<file path="src/rtl/fpu_adder_pipe.sv">
// fpu_adder_pipe: 3-stage floating-point add/subtract with round-to-nearest-even.
// Denormals flush to zero; a valid/ready handshake stalls all stages together.
module fpu_adder_pipe #(
  parameter int EXP_W = 8,
  parameter int MAN_W = 23
) (
  input  logic                   clk,
  input  logic                   rst,
  input  logic                   in_valid,
  output logic                   in_ready,
  input  logic [EXP_W+MAN_W:0]   a,
  input  logic [EXP_W+MAN_W:0]   b,
  input  logic                   sub,
  output logic                   out_valid,
  input  logic                   out_ready,
  output logic [EXP_W+MAN_W:0]   result,
  output logic                   overflow,
  output logic                   underflow,
  output logic                   invalid
);

  localparam int W  = 1 + EXP_W + MAN_W;
  localparam int SW = MAN_W + 4;
  localparam logic [EXP_W-1:0] EMAX = '1;
  localparam logic [15:0] SHMAX = 16'(MAN_W + 3);
  localparam logic [W-1:0] QNAN =
    {1'b0, EMAX, 1'b1, {(MAN_W-1){1'b0}}};

  logic en;
  logic v1_q, v2_q, v3_q;

  assign in_ready  = !v3_q || out_ready;
  assign en        = in_ready;
  assign out_valid = v3_q;

  // ---------------- S1: unpack, classify, swap, align
  logic             sa, sb;
  logic [EXP_W-1:0] ea, eb, ebig, esml;
  logic [MAN_W-1:0] ma, mb, fa, fb;
  logic             za, zb, ia, ib, na, nb, a_big;
  logic [SW-1:0]    xa, xb, big_d, sml_in, sml_d, mask;
  logic [15:0]      d, sh;
  logic             sign1_d, esub1_d, spec1_d, sinv1_d;
  logic [W-1:0]     sres1_d;

  // Classify operands, order by magnitude and align the smaller one
  always_comb begin
    sa = a[W-1];
    sb = b[W-1] ^ sub;
    ea = a[W-2:MAN_W];
    eb = b[W-2:MAN_W];
    ma = a[MAN_W-1:0];
    mb = b[MAN_W-1:0];
    za = (ea == '0);
    zb = (eb == '0);
    ia = (ea == EMAX) && (ma == '0);
    ib = (eb == EMAX) && (mb == '0);
    na = (ea == EMAX) && (ma != '0);
    nb = (eb == EMAX) && (mb != '0);
    fa = za ? '0 : ma;
    fb = zb ? '0 : mb;
    xa = za ? '0 : {1'b1, ma, 3'b000};
    xb = zb ? '0 : {1'b1, mb, 3'b000};
    a_big = ({ea, fa} >= {eb, fb});
    big_d  = a_big ? xa : xb;
    sml_in = a_big ? xb : xa;
    ebig   = a_big ? ea : eb;
    esml   = a_big ? eb : ea;
    sign1_d = a_big ? sa : sb;
    esub1_d = sa ^ sb;
    d  = 16'(ebig) - 16'(esml);
    sh = (d > SHMAX) ? SHMAX : d;
    mask  = ~({SW{1'b1}} << sh);
    sml_d = sml_in >> sh;
    sml_d[0] = sml_d[0] | (|(sml_in & mask));
    spec1_d = 1'b0;
    sinv1_d = 1'b0;
    sres1_d = '0;
    if (na || nb || (ia && ib && (sa != sb))) begin
      spec1_d = 1'b1;
      sinv1_d = 1'b1;
      sres1_d = QNAN;
    end else if (ia) begin
      spec1_d = 1'b1;
      sres1_d = {sa, EMAX, {MAN_W{1'b0}}};
    end else if (ib) begin
      spec1_d = 1'b1;
      sres1_d = {sb, EMAX, {MAN_W{1'b0}}};
    end
  end

  logic             sign1_q, esub1_q, spec1_q, sinv1_q;
  logic [EXP_W-1:0] exp1_q;
  logic [SW-1:0]    big1_q, sml1_q;
  logic [W-1:0]     sres1_q;

  // Stage valid bits advance together; reset drops anything in flight
  always_ff @(posedge clk) begin
    if (rst) begin
      v1_q <= 1'b0;
      v2_q <= 1'b0;
      v3_q <= 1'b0;
    end else if (en) begin
      v1_q <= in_valid;
      v2_q <= v1_q;
      v3_q <= v2_q;
    end
  end

  // S1 payload register
  always_ff @(posedge clk) begin
    if (en) begin
      sign1_q <= sign1_d;
      esub1_q <= esub1_d;
      spec1_q <= spec1_d;
      sinv1_q <= sinv1_d;
      sres1_q <= sres1_d;
      exp1_q  <= ebig;
      big1_q  <= big_d;
      sml1_q  <= sml_d;
    end
  end

  // ---------------- S2: magnitude add/subtract
  logic [SW:0]      sum2_d, sum2_q;
  logic             sign2_q, esub2_q, spec2_q, sinv2_q;
  logic [EXP_W-1:0] exp2_q;
  logic [W-1:0]     sres2_q;

  // Larger magnitude is always big1_q, so the difference never wraps
  always_comb begin
    if (esub1_q) sum2_d = {1'b0, big1_q} - {1'b0, sml1_q};
    else         sum2_d = {1'b0, big1_q} + {1'b0, sml1_q};
  end

  // S2 payload register
  always_ff @(posedge clk) begin
    if (en) begin
      sum2_q  <= sum2_d;
      sign2_q <= sign1_q;
      esub2_q <= esub1_q;
      spec2_q <= spec1_q;
      sinv2_q <= sinv1_q;
      sres2_q <= sres1_q;
      exp2_q  <= exp1_q;
    end
  end

  // ---------------- S3: normalise, round, pack, flag
  int                 msb;
  logic               nz, rup;
  logic [15:0]        lsh;
  logic [SW-1:0]      norm;
  logic [MAN_W+1:0]   mant;
  logic [MAN_W-1:0]   frac;
  logic signed [15:0] e_n, e_r;
  logic [W-1:0]       res_d;
  logic               ovf_d, unf_d, inv_d;

  // Normalise the sum, round to nearest even and resolve special cases
  always_comb begin
    msb = 0;
    for (int i = 0; i < SW; i++) begin
      if (sum2_q[i]) msb = i;
    end
    nz  = |sum2_q;
    lsh = 16'(SW - 1 - msb);
    if (sum2_q[SW]) begin
      norm = sum2_q[SW:1];
      norm[0] = sum2_q[1] | sum2_q[0];
      e_n = $signed(16'(exp2_q)) + 16'sd1;
    end else begin
      norm = sum2_q[SW-1:0] << lsh;
      e_n = $signed(16'(exp2_q)) - $signed(lsh);
    end
    rup  = norm[2] & (norm[1] | norm[0] | norm[3]);
    mant = {1'b0, norm[SW-1:3]} + {{(MAN_W+1){1'b0}}, rup};
    e_r  = mant[MAN_W+1] ? e_n + 16'sd1 : e_n;
    frac = mant[MAN_W+1] ? mant[MAN_W:1] : mant[MAN_W-1:0];
    res_d = '0;
    ovf_d = 1'b0;
    unf_d = 1'b0;
    inv_d = 1'b0;
    if (spec2_q) begin
      res_d = sres2_q;
      inv_d = sinv2_q;
    end else if (!nz) begin
      res_d = {sign2_q & ~esub2_q, {(W-1){1'b0}}};
    end else if (e_r >= $signed(16'(EMAX))) begin
      ovf_d = 1'b1;
      res_d = {sign2_q, EMAX, {MAN_W{1'b0}}};
    end else if (e_r <= 16'sd0) begin
      unf_d = 1'b1;
      res_d = {sign2_q, {(W-1){1'b0}}};
    end else begin
      res_d = {sign2_q, e_r[EXP_W-1:0], frac};
    end
  end

  logic [W-1:0] res_q;
  logic         ovf_q, unf_q, inv_q;

  // Output register: cleared on reset, held while the consumer stalls
  always_ff @(posedge clk) begin
    if (rst) begin
      res_q <= '0;
      ovf_q <= 1'b0;
      unf_q <= 1'b0;
      inv_q <= 1'b0;
    end else if (en) begin
      res_q <= res_d;
      ovf_q <= ovf_d;
      unf_q <= unf_d;
      inv_q <= inv_d;
    end
  end

  assign result    = res_q;
  assign overflow  = ovf_q;
  assign underflow = unf_q;
  assign invalid   = inv_q;

endmodule

</file>
<file path="config.mk">
export PLATFORM = sky130hd
export DESIGN_NAME = fpu_adder_pipe
export DESIGN_NICKNAME = d
export VERILOG_FILES = /design/src/rtl/fpu_adder_pipe.sv
export SDC_FILE = /design/constraint.sdc
export NUM_CORES = 1
export LEC_CHECK = 0
export CORE_MARGIN = 2
export CORE_UTILIZATION = 25
export DETAILED_ROUTE_END_ITERATION = 8
export GPL_TIMING_DRIVEN = 0
export PLACE_DENSITY = 0.54
export SLEW_MARGIN = 30
export SYNTH_ARGS = -nofsm -noshare
export SYNTH_HDL_FRONTEND = slang
export SYNTH_SLANG_ARGS = --single-unit
</file>
<file path="constraint.sdc">
create_clock -name clk -period 8 [get_ports clk]
set_input_delay 2 -clock clk [delete_from_list [all_inputs] [get_ports clk]]
set_output_delay 2 -clock clk [all_outputs]
set_load 0.02 [all_outputs]
</file>
# Word level (Yosys, flattened, before mapping)
# Index checks and enable logic that the tools add are counted.
dict set report word_totals {
  reg_bits 208
  in_bits 69
  output_inout_bits 37
  wordCells 128
}
dict set report op_classes {
  addsub 8
  order_cmp 4
  n_eq_ne 3
  shifts 3
  mux 57
  bitwise_logic 11
  reduce_logical 19
}
# cell n
set op_table {}
lappend op_table {{$mux 16} 28}
lappend op_table {{$mux 27} 5}
lappend op_table {{$mux 32} 4}
lappend op_table {{$mux 23} 3}
lappend op_table {{$mux 31} 2}
lappend op_table {{$logic_not 23->1} 2}
lappend op_table {{$reduce_bool 23->1} 2}
lappend op_table {{$ge 31x31->1} 1}
lappend op_table {{$add 27x27->28} 1}
lappend op_table {{$mux 28} 1}
lappend op_table {{$reduce_or 28->1} 1}
lappend op_table {{$sub 27x27->28} 1}
lappend op_table {{$and 27x27->27} 1}
lappend op_table {{$not 27->27} 1}
lappend op_table {{$reduce_or 27->1} 1}
lappend op_table {{$shl 27x16->27} 1}
lappend op_table {{$shl 27x16->27 const A} 1}
lappend op_table {{$shr 27x16->27} 1}
lappend op_table {{$add 24x1->25} 1}
lappend op_table {{$add 16x2->16 const B} 1}
lappend op_table {{$eq 8x8->1 const B} 2}
lappend op_table {{$ge 16x9->1 const B} 1}
lappend op_table {{$gt 16x5->1 const B} 1}
lappend op_table {{$le 16x1->1 const B} 1}
lappend op_table {{other kinds (16)} 41}

# Logic depth before layout (Yosys ltp)
# Gate-level depths: netlist (run 1).
dict set report depth {
  word_depth 39
  mapped_depth 28
  depth_no_buf 25
}

# Least setup slack after synthesis (run 1)
# Ideal clock, no wire load.
dict set report synth_timing {
  kind {input port to flip-flop}
  from {input port a[25]}
  to {register sml1_q[4], data pin}
  setup_time_ps 261
  t_arrival_ps 7620
  required_ps 7739
  path_slack_ps 119
  stages 23
  path_buffers 3
  cell_sequence {nor4_1 nand2_1 clkbuf_1 and2_1 ha_1 a21o_1 a21o_1 a21oi_1 nor2_1 o311ai_1 nand2_1 a21oi_1 a2111oi_0 nor4_1 o211a_1 or3_1 clkbuf_1 clkbuf_1 mux2i_1 nor2_1 a211oi_1 a21oi_1 a221o_1}
}
dict set report synth_between {
  elab_chain_len 8
  elab_cells_between_ends 11
  classes_between {1 x add/sub; 2 x order compare; 1 x shift; 6 x mux; 1 x reduce/logical}
}
# item line_no
set synth_lines {}
lappend synth_lines {{start: declaration} 11} ;# input logic [EXP_W+MAN_W:0] a,
lappend synth_lines {{$logic_not 8->1} 54} ;# za = (ea == '0);
lappend synth_lines {{$mux 23} 60} ;# fa = za ? '0 : ma;
lappend synth_lines {{$ge 31x31->1} 64} ;# a_big = ({ea, fa} >= {eb, fb});
lappend synth_lines {{$mux 8, on equally long branches} {67, 68}}
lappend synth_lines {{$sub 8x8->9} 71} ;# d = 16'(ebig) - 16'(esml);
lappend synth_lines {{$gt 16x5->1} 72} ;# sh = (d > SHMAX) ? SHMAX : d;
lappend synth_lines {{$mux 16} 72}
lappend synth_lines {{$shr 27x16->27 *} 74} ;# sml_d = sml_in >> sh;
lappend synth_lines {{end signal: assignment} 120} ;# sml1_q <= sml_d;
lappend synth_lines {{end: declaration} 94} ;# logic [SW-1:0] big1_q, sml1_q;
# Mark *: on every way between the ends. The rest lies on a longest branch, timed or not.
# A chain may end at the register's enable or synchronous reset.

# Worst setup path in the final report (run 1)
dict set report layout_timing {
  from {input port b[29]}
  to {register sml1_q[0], data pin}
}
dict set report layout_between {
  elab_chain_len 12
  elab_cells_between_ends 16
  classes_between {1 x add/sub; 2 x order compare; 2 x shift; 6 x mux; 3 x bitwise; 2 x reduce/logical}
}
# item line_no
set layout_lines {}
lappend layout_lines {{start: declaration} 12} ;# input logic [EXP_W+MAN_W:0] b,
lappend layout_lines {{$logic_not 8->1} 55} ;# zb = (eb == '0);
lappend layout_lines {{$mux 23} 61} ;# fb = zb ? '0 : mb;
lappend layout_lines {{$ge 31x31->1} 64}
lappend layout_lines {{$mux 8, on equally long branches} {67, 68}}
lappend layout_lines {{$sub 8x8->9} 71}
lappend layout_lines {{$gt 16x5->1} 72}
lappend layout_lines {{$mux 16} 72}
lappend layout_lines {{$shl 27x16->27} 73} ;# mask = ~({SW{1'b1}} << sh);
lappend layout_lines {{$not 27->27} 73}
lappend layout_lines {{$and 27x27->27} 75} ;# sml_d[0] = sml_d[0] | (|(sml_in & mask));
lappend layout_lines {{$reduce_or 27->1} 75}
lappend layout_lines {{$or 1x1->1 *} 75}
lappend layout_lines {{via sml_d[0]} 41} ;# logic [SW-1:0] xa, xb, big_d, sml_in, sml_d, mask;
# The timed path passes the listed nets; every way through them passes the cells marked *.

==> results of run 1 <==
## final cells by class
cell class	instances	area [µm²]	area share [%]
plain buffers	94	479.2	2.770
clock buffers	18	429.2	2.480
clock inverters	14	163.9	0.9474
inverters	60	229.0	1.323
multi-input cells	1510	9937	57.43
flip-flops and latches	145	3974	22.97
well taps	756	945.9	5.467
repair buffers	112	1144	6.610
## synthesized netlist by cell type (9+ instances only)
| cell type | count | share of area, % |
|---|---|---|
| a21boi_0 | 17 | 0.89 |
| xnor2_1 | 68 | 4.2 |
| nand2b_1 | 19 | 0.83 |
| buf_1 | 9 | 0.24 |
| a31oi_1 | 21 | 0.92 |
| mux2i_1 | 68 | 4.7 |
| xor2_1 | 17 | 1.0 |
| and3_1 | 10 | 0.44 |
| clkbuf_1 | 65 | 1.7 |
| o2111ai_1 | 9 | 0.55 |
| nor2_1 | 184 | 4.8 |
| or2_2 | 12 | 0.52 |
| nor3_1 | 61 | 2.1 |
| buf_2 | 11 | 0.38 |
| a211oi_1 | 24 | 1.3 |
| dfxtp_1 | 38 | 5.3 |
| o21ai_0 | 118 | 4.1 |
| a22o_1 | 11 | 0.67 |
| a211o_1 | 10 | 0.61 |
| a21o_1 | 16 | 0.84 |
| edfxtp_1 | 107 | 22 |
| ha_1 | 68 | 5.9 |
| nor4_1 | 30 | 1.3 |
| nand4_1 | 22 | 0.96 |
| nand3_1 | 59 | 2.1 |
| a311oi_1 | 9 | 0.55 |
| nand2_1 | 202 | 5.3 |
| a22oi_1 | 14 | 0.73 |
| and2_1 | 37 | 1.6 |
| nor2b_1 | 19 | 0.83 |
| inv_1 | 56 | 1.5 |
| buf_6 | 9 | 0.71 |
| o211ai_1 | 25 | 1.3 |
| o21a_1 | 13 | 0.68 |
| o31ai_1 | 14 | 0.73 |
| a21oi_1 | 134 | 4.7 |
| a32o_1 | 14 | 0.98 |
| o22ai_1 | 12 | 0.52 |
| or3_1 | 16 | 0.70 |
## sequential cells by signal, summed over array words and instances, names as in the netlist, 3 cells and up
name,count
exp1_q,8
exp2_q,8
sres1_q,3
sml1_q,27
big1_q,24
result,32
sum2_q,28
sres2_q,3
## layer usage
metal  share of wire [%]  GRT usage (%)
met2                  46          30.71
met5                   0              0
met3                 5.7          2.148
met4                 4.5          8.445
met1                  44          24.51
## metrics by stage
step                worst slack, ns  setup TNS [ns]
CTS                         0.02698               0
global placement             -3.426          -82.73
global route                -0.1786         -0.1786
detailed placement           -2.449          -53.76
floorplan                    0.1195               0
finish                      0.08162               0
## power by group through the flow
stage / Sequential, mW / Clock [mW] / Combinational (mW)
3_5_place_dp: 1.28 / 0 / 4.06
6_report: 1.28 / 0.804 / 4.21
2_1_floorplan: 1.25 / 0 / 2.69
4_1_cts: 1.27 / 0.821 / 4.10
5_1_grt: 1.29 / 0.856 / 4.50
3_3_place_gp: 1.28 / 0 / 4.08
## what timing repair did
| action | 4_1_cts | 5_1_grt |
|---|---|---|
| setup buffers | 3 | 2 |
| gates resized for setup | 51 | 27 |
| endpoints found under the setup margin | 27 | 47 |
| pin swaps | 5 | 4 |
## worst paths after layout
check | to | start | slack (ns)
worst min-delay path | exp2_q[6] | exp1_q[6] | 0.42
worst max-delay path | sml1_q[0] | b[29] | 0.08
worst max register to register | result[5] | sum2_q[19] | 0.36
worst min register to register | exp2_q[6] | exp1_q[6] | 0.42
## kinds of logic after synthesis
kind of cell             after synthesis
flip-flops                           145
buffers and inverters                156
AND/OR/NAND/NOR                      710
AO/OA/AOI/OAI                        566
other                                  1
adder cells (fa/ha/maj)               70
multiplexers                          76
XOR/XNOR                              85
==> results.md, run 1 <==
* Outcome: complete, no violations
* Port Buffers at 104
* Vias per inst at 5.577
* Worst path slowest cell: or4b_2
* Initial DRC Count at 1409
* Seq/Total Area, Yosys at 27.73%
* Yosys warnings at 0
* H-tree lvl count at 4
* Flops & latches, synth at 145
* Drt wl/cell at 20.92 µm
* Simple-gate share of the synthesized area at 23.90%
* Most frequent cells in the layout: nand2_1 (198), nor2_1 (181), a21oi_1 (130), o21ai_0 (114), edfxtp_1 (107)
* Grt ovf at 0
* Number of distinct library cells after synthesis at 101
* Worst EP arrival at 8.06 ns
* Syn avg cell area at 7.922 µm²
* RSZ-0062 raised after global routing: true
* Adder-cell area share of the yosys netlist at 6.147%
* Worst setup EP type: register
* Switching share of power at 51.94%
* Clock Skew at 0.009845 ns
* Max incr delay on CP at 0.69 ns
* Sw Pwr at 3.265 mW
* Hold crit path type: register to register
* Clock Tree Buf Depth at 2
* EDFF count, synth at 107
* Routability-driven placement congestion ratio at 0.9630
* Compound-cell area share of the yosys netlist at 26.81%
* Root buffer cell: clkbuf_16
* XOR/XNOR Fraction of Synth Area at 5.195%
* Initial Util at 25.36%
* Sequential power share at 20.3%
* Mapped Area at 0.01433 mm²
* Internal power at 3.021 mW
* Die ar. at 0.05925 mm²
* FF-to-FF path depth at 22
* FP Rows at 87
* Fin area at 0.01730 mm²
* Via count at 15110
* Final Cycle Share at 98.98%
* Max-Cap Viols at 0
* Placed Instances at 2674
* Hold Fails Final Rpt at 0
* Worst Tran Pin Value at 0.9891 ns
* CTS tree: built
* Initial antenna violation count at 0
* CP Launch Type: input port
* Gr usage total at 18.67%
* Final setup viols at 0
* Share of synthesized registers carrying an async set or reset at 0%
* Final Non-Filler Cells at 2709
* Most common cell after layout, fill and taps aside: nand2_1
* Residual DRC count at 0
* HPWL after DPL at 45360 µm
* Final min period at 7.918 ns
* CP required at 8.15 ns
* Num CTS Buffers at 17
* Antenna diodes at 0
* Drt total wl at 56660 µm
* Largest family of logic cells by synthesized area: compound AO/OA/AOI/OAI gates
* Largest net degree at the start of global routing at 51
* Prevailing post-synth register cell: edfxtp_1
* Final net count at 2078
* Critical path type: input port to register
* Layout cells sized above 1 at 8.039%
* Overall Power at 6.286 mW
* Pleak at 6.498 nW
* CTS clk-pin slew, worst paths at 0.06 ns
* Min-Delay Path Depth at 0
* First-pass GRT wire length at 86040 µm
* Die W at 243.4 µm
* Final hold slack at 0.4187 ns
* Worst-path fanout max at 10
* Layout area overhead at 20.74%
* WP buf/inv at 4
* Die Y at 243.4 µm
* Fmax at 126.3 MHz
* Post-route ant nets at 0
* Clk network pwr share at 12.8%
* Comb pwr share at 66.9%
* Vias in the first global route at 14480
* Peak VDD IR at 198.6 µV
* Clock sink total at 145
* DRT Pass-1 Iters at 8
* Delay-heaviest family, CP: compound AO/OA/AOI/OAI gates
* Pwr per Cell Area at 363.3 mW/mm²
* Max-slew violation count at 0
* Post-Synthesis Cells at 1809
* Final design utilization at 30.62%
* Fillcell total at 5975
* Number of cells on the critical path at 26
* Multiplexer share of the synthesized area at 5.457%
* Placed Area at 0.01642 mm²
* Core Footprint at 0.05650 mm²
* Worst slew margin at 33.89%
* Worst-Skew Late Latency at 0.46 ns
* I/O pin count at 106
* Quantity of hold-fixing buffers added after cts at 0
No activity file was read; power rests on OpenSTA's default activity.
==> run 2, diff against run 1 <==
- ABC_CLOCK_PERIOD_IN_PS: default -> 8000
==> results of run 2 <==
Same layout as run 1: the final DEF is identical, and so are final timing and power.
==> run 3, diff against run 2 <==
- ABC_CLOCK_PERIOD_IN_PS: 8000 -> 7950
- CORE_MARGIN: 2 -> 5
- PLACE_DENSITY: 0.54 -> 0.51
- clock period: 8 -> 7.95 ns (I/O delays scaled with it)
==> run 3 against run 2 <==
Against the previous run:
- register-to-register slack better by 0.13 ns
- flip-flop and latch count is the same
- total power is 0.57% higher
- clock-buffer cell count increased by 3
- clock skew is 0.0014 ns higher
- largest power group unchanged
- final area hardly changed
- via count is 0.93% lower
- critical path depth shrank 1
- non-clock buffer count grew 3
- clock power about the same
- core utilization barely moved
- critical endpoint is now sml1_q[3]
- hold slack got worse by 0.00051 ns
==> results.md, run 3 (synthesis gave the netlist of run 1 again) <==
* FP Rows at 87
* Peak VDD IR at 202.7 µV
* Root buffer cell: clkbuf_16
* Drt total wl at 57620 µm
* Vias in the first global route at 14960
* Pwr per Cell Area at 365.1 mW/mm²
* Fmax at 127.5 MHz
* Most common cell after layout, fill and taps aside: nand2_1
* Hold Fails Final Rpt at 0
* Worst Tran Pin Value at 1.060 ns
* Via count at 14970
* HPWL after DPL at 46550 µm
* Grt ovf at 0
* Critical path type: input port to register
* Worst-path fanout max at 10
* I/O pin count at 106
* Final Non-Filler Cells at 2712
* Clock Skew at 0.01125 ns
* Worst-Skew Late Latency at 0.44 ns
* Max-slew violation count at 0
* DP Worst Slack at -2.787 ns
* Final worst slack at 0.1085 ns
* Most frequent cells in the layout: nand2_1 (198), nor2_1 (180), a21oi_1 (132), o21ai_0 (116), edfxtp_1 (107)
* CTS clk-pin slew, worst paths at 0.06 ns
* Placed Instances at 2674
* Worst flop-to-flop path endpoint: result[13]
* Reg2Reg Setup Slack at 0.49 ns
* Die W at 249.4 µm
* Placed Area at 0.01640 mm²
* Min-Delay Path Depth at 0
* Layout area overhead at 20.82%
* Clock Tree Buf Depth at 2
* Fillcell total at 6110
* CTS tree: built
* Hold path startpoint: exp1_q[7]
* Setup_tns at 0 ns
* CP Launch Type: input port
* Final net count at 2081
* Pleak at 6.516 nW
* Hold crit path type: register to register
* Worst slew margin at 28.84%
* Final min period at 7.842 ns
* Die ar. at 0.06221 mm²
* Largest net degree at the start of global routing at 50
* Port Buffers at 104
* Core Footprint at 0.05660 mm²
* First-pass GRT wire length at 89070 µm
* Gr usage total at 17.81%
* H-tree lvl count at 4
* Hold Path End: exp2_q[7]
* Layout cells sized above 1 at 8.333%
* Worst path slowest cell: xnor2_1
* Num CTS Buffers at 17
* Initial DRC Count at 1259
* Overall Power at 6.322 mW
* Residual DRC count at 0
* Final setup viols at 0
* Max-Cap Viols at 0
* Worst setup EP type: register
* Vias per inst at 5.519
* Antenna diodes at 0
* Drt wl/cell at 21.24 µm
* Clock sink total at 145
* Max reg flops at 32
* RSZ-0062 raised after global routing: true
* DRT Pass-1 Iters at 7
* Die Y at 249.4 µm
* Initial Util at 25.32%
* Max incr delay on CP at 0.62 ns
* CP required at 8.16 ns
* Post-route ant nets at 0
* Worst r2r src: sum2_q[19]
* Fin area at 0.01731 mm²
* Routability-driven placement congestion ratio at 0.9692
* Outcome: complete, no violations
* Final Cycle Share at 98.64%
* Worst EP arrival at 8.06 ns
* CP most frequent cell: mux2i_1
* Initial antenna violation count at 1
* FF-to-FF path depth at 23
## run 3: cell types whose count changed in the layout (fill, tap and decap cells not counted), sizes merged
cell	before	now
buf	38	45
bufinv	3	2
clkbuf	82	81
clkdlybuf4s50	94	92
clkinv	10	8
clkinvlp	2	0
dlygate4sd2	4	6
inv	59	61
## run 3: layout make-up
class | instances | area (µm²) | area share [%]
multi-input cells | 1510 | 9942 | 57.42
plain buffers | 94 | 475.5 | 2.746
clock buffers | 21 | 460.4 | 2.659
flip-flops and latches | 145 | 3974 | 22.95
inverters | 60 | 229.0 | 1.322
well taps | 756 | 945.9 | 5.463
repair buffers | 115 | 1161 | 6.706
clock inverters | 11 | 126.4 | 0.7299
## run 3: power breakdown
group | internal, mW | switching, mW | leakage (nW)
Combinational | 1.50 | 2.73 | 4.73
Sequential | 1.05 | 0.238 | 1.49
Clock | 0.481 | 0.322 | 0.293
Total | 3.03 | 3.29 | 6.52
## run 3: per-stage QoR
stage,hold slack (ns),util [%]
after detailed placement,0.4045,28.98
after global placement,0.4057,28.84
after CTS,0.4182,30.38
after global routing,0.4318,30.59
after floorplan,0.4003,-
final,0.4182,30.59
## run 3: timing repair
item | in CTS | in global routing
buffers inserted | 4 | 4
setup endpoints to repair | 27 | 47
hold buffers | 0 | 0
pin swaps | 7 | 6
gates resized for setup | 56 | 35
## run 3: worst max-delay path by stage
| stage | end | cells past startpoint | startpoint | slack (ns) |
|---|---|---|---|---|
| global placement | sml1_q[0] | 24 | a[28] | -3.71 |
| detailed placement | sml1_q[0] | 27 | a[26] | -2.79 |
| global route | sml1_q[0] | 26 | a[26] | -0.03 |
| finish | sml1_q[3] | 25 | b[27] | 0.11 |
| floorplan | sml1_q[4] | 23 | a[25] | 0.08 |
| CTS | sml1_q[0] | 26 | a[24] | 0.007 |
## run 3: critical path, delay by kind of cell
| family | cells | cell delay [ns] |
|---|---|---|
| adders and majority gates | 2 | 0.46 |
| and+or+nand+nor | 8 | 1.69 |
| AOI/OAI and AO/OA | 7 | 1.34 |
| xor gates and xnor gates | 1 | 0.62 |
| buffers and inverters | 4 | 1.10 |
| muxes | 3 | 0.85 |
## run 3: per-layer routing
layer / vias up / GRT usage [%] / part of all wire, %
li1: 7098 / - / -
met1: 7235 / 23.04 / 44
met2: 532 / 30.10 / 47
met3: 101 / 2.707 / 5.2
met4: 2 / 6.711 / 3.6
met5: - / 0 / 0.023
